File: src/rtl/csr_arbiter.sv
// csr_arbiter: round-robin two-master arbiter for the shared CSR bus; optional keep-grant locking via CSR_ARB_LOCK_EN
module csr_arbiter #(
  parameter int ADDR_WIDTH = 5,
  parameter int DATA_WIDTH = 8
) (
  input  logic                  clk,
  input  logic                  rst,
  input  logic                  m0_req,
  input  logic                  m0_we,
  input  logic [ADDR_WIDTH-1:0] m0_a,
  input  logic [DATA_WIDTH-1:0] m0_do,
  input  logic                  m0_lock,
  output logic                  m0_ack,
  output logic [DATA_WIDTH-1:0] m0_di,
  input  logic                  m1_req,
  input  logic                  m1_we,
  input  logic [ADDR_WIDTH-1:0] m1_a,
  input  logic [DATA_WIDTH-1:0] m1_do,
  input  logic                  m1_lock,
  output logic                  m1_ack,
  output logic [DATA_WIDTH-1:0] m1_di,
  output logic [ADDR_WIDTH-1:0] csr_a,
  output logic [DATA_WIDTH-1:0] csr_do,
  output logic                  csr_we,
  input  logic [DATA_WIDTH-1:0] csr_di
);
  typedef enum logic [1:0] {IDLE, ADDR, DATA} state_t;
  state_t r_state, w_next;
  logic r_last, r_sel;
  logic w_e0, w_e1, w_grant, w_gsel, w_gwe, w_locked, w_lock_m;
`ifdef CSR_ARB_LOCK_EN
  logic r_lock, r_lock_m;
  assign w_lock_m = r_lock_m;
  assign w_locked = r_lock && (r_lock_m ? (m1_req && m1_lock) : (m0_req && m0_lock));
  // lock is re-armed from the owner's lock bit as each access finishes and released once the owner lets go in IDLE
  always_ff @(posedge clk)
    if (rst) begin
      r_lock   <= 1'b0;
      r_lock_m <= 1'b0;
    end else if (r_state == DATA) begin
      r_lock   <= r_sel ? m1_lock : m0_lock;
      r_lock_m <= r_sel;
    end else if (r_state == IDLE && !w_locked) begin
      r_lock   <= 1'b0;
    end
`else
  logic w_unused_lock;
  assign w_unused_lock = m0_lock ^ m1_lock;
  assign w_lock_m = 1'b0;
  assign w_locked = 1'b0;
`endif
  // state register
  always_ff @(posedge clk)
    if (rst) r_state <= IDLE;
    else     r_state <= w_next;
  // eligibility (a master being acked sits out one cycle), round-robin pick and next state
  always_comb begin
    w_e0    = m0_req && !m0_ack && !(w_locked && w_lock_m);
    w_e1    = m1_req && !m1_ack && !(w_locked && !w_lock_m);
    w_grant = (r_state == IDLE) && (w_e0 || w_e1);
    w_gsel  = (w_e0 && w_e1) ? !r_last : w_e1;
    w_gwe   = w_gsel ? m1_we : m0_we;
    w_next  = (r_state == IDLE) ? (w_grant ? ADDR : IDLE) : ((r_state == ADDR) ? DATA : IDLE);
  end
  // registered bus drive, one-cycle write strobe in ADDR, read capture and ack at the end of DATA
  always_ff @(posedge clk)
    if (rst) begin
      csr_a  <= '0;
      csr_do <= '0;
      csr_we <= 1'b0;
      m0_ack <= 1'b0;
      m1_ack <= 1'b0;
      m0_di  <= '0;
      m1_di  <= '0;
      r_last <= 1'b1;
      r_sel  <= 1'b0;
    end else begin
      csr_we <= w_grant && w_gwe;
      m0_ack <= (r_state == DATA) && !r_sel;
      m1_ack <= (r_state == DATA) && r_sel;
      if (w_grant) begin
        csr_a  <= w_gsel ? m1_a : m0_a;
        csr_do <= w_gsel ? m1_do : m0_do;
        r_sel  <= w_gsel;
      end
      if (r_state == DATA) begin
        if (r_sel) m1_di <= csr_di;
        else       m0_di <= csr_di;
        r_last <= r_sel;
      end
    end
endmodule

File: config.mk
export PLATFORM = sky130hd
export DESIGN_NAME = csr_arbiter
export DESIGN_NICKNAME = d
export VERILOG_FILES = /design/src/rtl/csr_arbiter.sv
export SDC_FILE = /design/constraint.sdc
export NUM_CORES = 1
export LEC_CHECK = 0
export ABC_AREA = 1
export CAP_MARGIN = 0
export CORE_UTILIZATION = 25
export CTS_BUF_LIST = sky130_fd_sc_hd__clkbuf_8
export DETAILED_ROUTE_END_ITERATION = 7
export GPL_TIMING_DRIVEN = 0
export PLACE_DENSITY = 0.55
export SLEW_MARGIN = 20
export SYNTH_ARGS = -nofsm -noshare
export SYNTH_HDL_FRONTEND = slang
export SYNTH_SLANG_ARGS = --single-unit
File: constraint.sdc
create_clock -name clk -period 1.4 [get_ports clk]
set_input_delay 0.28 -clock clk [delete_from_list [all_inputs] [get_ports clk]]
set_output_delay 0.28 -clock clk [all_outputs]
set_load 0.03 [all_outputs]
==> key figures <==
Floorplan
  • Die Ht: approximately 80 um
  • Core area: roughly 6100 um2
  • Die area: a little under 7000 um2
  • Die X: between 80 and 90 um
  • Initial Utilization: 0.265
  • I/O pin cnt: 74
  • Rows: 28

Global route
  • Initial antenna violation count: 0
  • First-pass GRT wire length: 7.23 mm
  • Vias in the first global route: about 1,500
  • Grt total ovfl: 0
  • Met2 usage: 0.242
  • Met3 global-route usage: 0.0330
  • Gr busiest metal: met2
  • GRT Overall Usage: 0.147
  • Largest net degree at the start of global routing: 12
  • Met1 usage: 0.178

Final layout
  • Share of cells above drive strength 1: 0.0895
  • # nets final: 354
  • Diode count: 0
  • Area grow syn2layout: 56.6%
  • Final instance area: ~2500 um2
  • Finished Layout Cells: between 300 and 400
  • Post-Route Utilization: 0.415
  • # fillers: between 600 and 700

Placement
  • Post-Place Cells: 378
  • Port Buffer Count: 71
  • Post-DP Area: 2410 um2
  • Detail Placement HPWL: roughly 3.4 mm
  • Routability congestion estimate: 0.777

Synthesis
  • Cells after Synth: ~230
  • EDFF count, synth: 0
  • Top FF cell, synth: dfxtp_1
  • Register area share after synthesis: 0.449
  • Avg Cell Area, Syn: between 6 and 7 um2
  • Synth top cells by count: 83 x nand2_1, 36 x dfxtp_1, 29 x nor2_1
  • Post-synth top area share: 0.449
  • Seq cells post-synth: 36
  • Synth warn: 0
  • Distinct cell type count after synthesis: 20
  • Mapped Area: around 1600 um2
  • Ys async rst share: 0
  • Syn nets: 274
  • Largest cells by area after synthesis: dfxtp_1 45%, nand2_1 19%, nand3_1 7.2%
  • Area leader, netlist: dfxtp_1
  • Most frequent cell after synthesis: nand2_1

Critical path
  • Worst path buffer plus inverter count: 1
  • Crit-path cells: dlygate4sd2_1
  • Worst Setup Path Type: flop to primary output
  • CP required: 1.12 ns
  • Reg2reg path depth: 8
  • Startpoint types: flop
  • Worst setup EP type: primary output
  • Reg-to-Reg End: csr_a[2]
  • R2r setup slk: 0.19 ns
  • R2R Path Start: m0_ack
  • Crit Path Max Fanout: 2
  • Crit path DAT: ~1.1 ns
  • Crit path max-delay family: buffers and inverters
  • CP max stage cell: dlygate4sd2_1
  • Max stage delay on crit path: about 0.4 ns
  • Crit path launch: m1_di[6]

Route
  • Drt initial violations: approximately 70
  • WL per Instance: roughly 12 um
  • Routed vias/inst: 4.15
  • Residual DRC count: 0
  • Drt first pass iters: 4
  • Number of nets with antenna violations after routing: 0
  • Total wire length: 4.59 mm
  • Via count: 1,610

Hold path
  • Hold Path Origin: m1_di[7]
  • Worst hold path endpoint: m1_di[7]
  • Worst Hold Path Cells: 2
  • Hold WC Path Type: flop to flop

Pwr
  • Pwr Density: between 1000 and 1500 nW/um2
  • Tot Pwr: around 2.7 mW
  • Peak VDD IR: 0.426 mV
  • LEAKAGE: 1.23 nW

Timing
  • Slew Limit Fails: 0
  • Final worst path period share: 0.948
  • Tmin final: roughly 1.3 ns
  • Slew HR: 0.698
  • Final setup viols: 0
  • Max Freq: roughly 750 MHz
  • Setup Skew: 0.00639 ns
  • Final Hold Viols: 0
  • Worst-Margin Slew: 0.452 ns

CTS
  • # H-tree levels: 2
  • Later-pin clock latency in the skew report: ~0.29 ns
  • Cts hold-fix bufs: 0
  • CTS clk-pin slew, worst paths: 0.08 ns
  • CTS Root Cell: clkbuf_8
  • Inserted Clock Buffers: 5
  • CTS tree: yes
  • Clock sinks: 36
  • Clock buffer depth: 2

Outcome
  • Status: finished clean

Flow run
  • # Max-Cap Violations: 0
[flip-flops by register name, indices dropped and copies added (netlist names)]
register / count
r_last: 1
csr_do: 8
m1_di: 8
csr_we: 1
csr_a: 5
r_state: 2
m1_ack: 1
m0_di: 8
r_sel: 1
m0_ack: 1
[layer usage]
metal / part of all wire / up-vias
li1: - / 878
met1: 0.47 / 693
met2: 0.47 / 31
met3: 0.039 / 8
met4: 0.020 / 0
met5: 0 / -
[logic make-up (layout without fill, tap and decap cells)]
| logic type | after synthesis | in the layout | share of synthesized area |
|---|---|---|---|
| and+or+nand+nor | 139 | 139 | 0.352 |
| DFF | 36 | 36 | 0.449 |
| buffers and inverters | 32 | 113 | 0.0920 |
| AOI/OAI and AO/OA | 25 | 25 | 0.108 |
[report_power, final]
| group | internal [mW] | leakage (nW) | total (mW) | switching [mW] |
|---|---|---|---|---|
| Combinational | 0.283 | 0.876 | 0.668 | 0.385 |
| Clock | 0.521 | 0.0593 | 0.900 | 0.379 |
| Sequential | 1.09 | 0.295 | 1.13 | 0.0339 |
| Total | 1.90 | 1.23 | 2.70 | 0.798 |
[worst max path at each step]
stage / end / slack, ns / depth (start not counted)
after floorplan: csr_a[4] / 0.11 / 8
after global placement: csr_do[6] / -0.26 / 7
after detailed placement: csr_a[2] / -0.27 / 7
after CTS: csr_a[2] / 0.03 / 7
after global routing: csr_a[0] / -0.003 / 8
final: m1_di[6] / 0.07 / 1
[what timing repair did]
item / CTS / global route
pin swaps: 0 / 1
setup endpoints to repair: 32 / 20
gates resized for setup: 32 / 7
setup buffers: 0 / 2
[worst register-to-register path, cell delays in order, from the launching register on]
cell	delay (ns)
dfxtp_1	0.33
inv_1	0.08
nand2_1	0.13
nand2_1	0.08
nand2_2	0.12
buf_4	0.20
nand2_1	0.07
nand2_1	0.06
nor2_1	0.04
[layout make-up]
type	instances	area, um2	area share
well taps	75	93.8	0.0373
clock buffers	5	68.8	0.0274
plain buffers	9	65.1	0.0259
clock inverters	3	38.8	0.0154
inverters	23	93.8	0.0373
flip-flops and latches	36	721	0.287
multi-input cells	164	747	0.297
repair buffers	73	686	0.273
[layout by cell type, fill, tap and decap left out, types with 2 or more instances in the layout]
master            n
clkinv_2          2
dlygate4sd2_1    32
dfxtp_1          36
buf_4             7
clkdlybuf4s50_1  39
nand3_1          23
inv_1            18
nor2_1           29
nand2_1          82
a21boi_0         13
clkbuf_8          5
clkinv_1          2
a21oi_1           9
nand2_2           3
[per-stage QoR]
stage          worst slack (ns)  hold WS (ns)  TNS [ns]
2_1_floorplan             0.110         0.390         0
3_3_place_gp             -0.261         0.428     -5.78
3_5_place_dp             -0.275         0.438     -5.88
4_1_cts                  0.0251         0.451         0
5_1_grt                -0.00255         0.469  -0.00356
6_report                 0.0721         0.447         0
(Power assumes the default switching activity.)
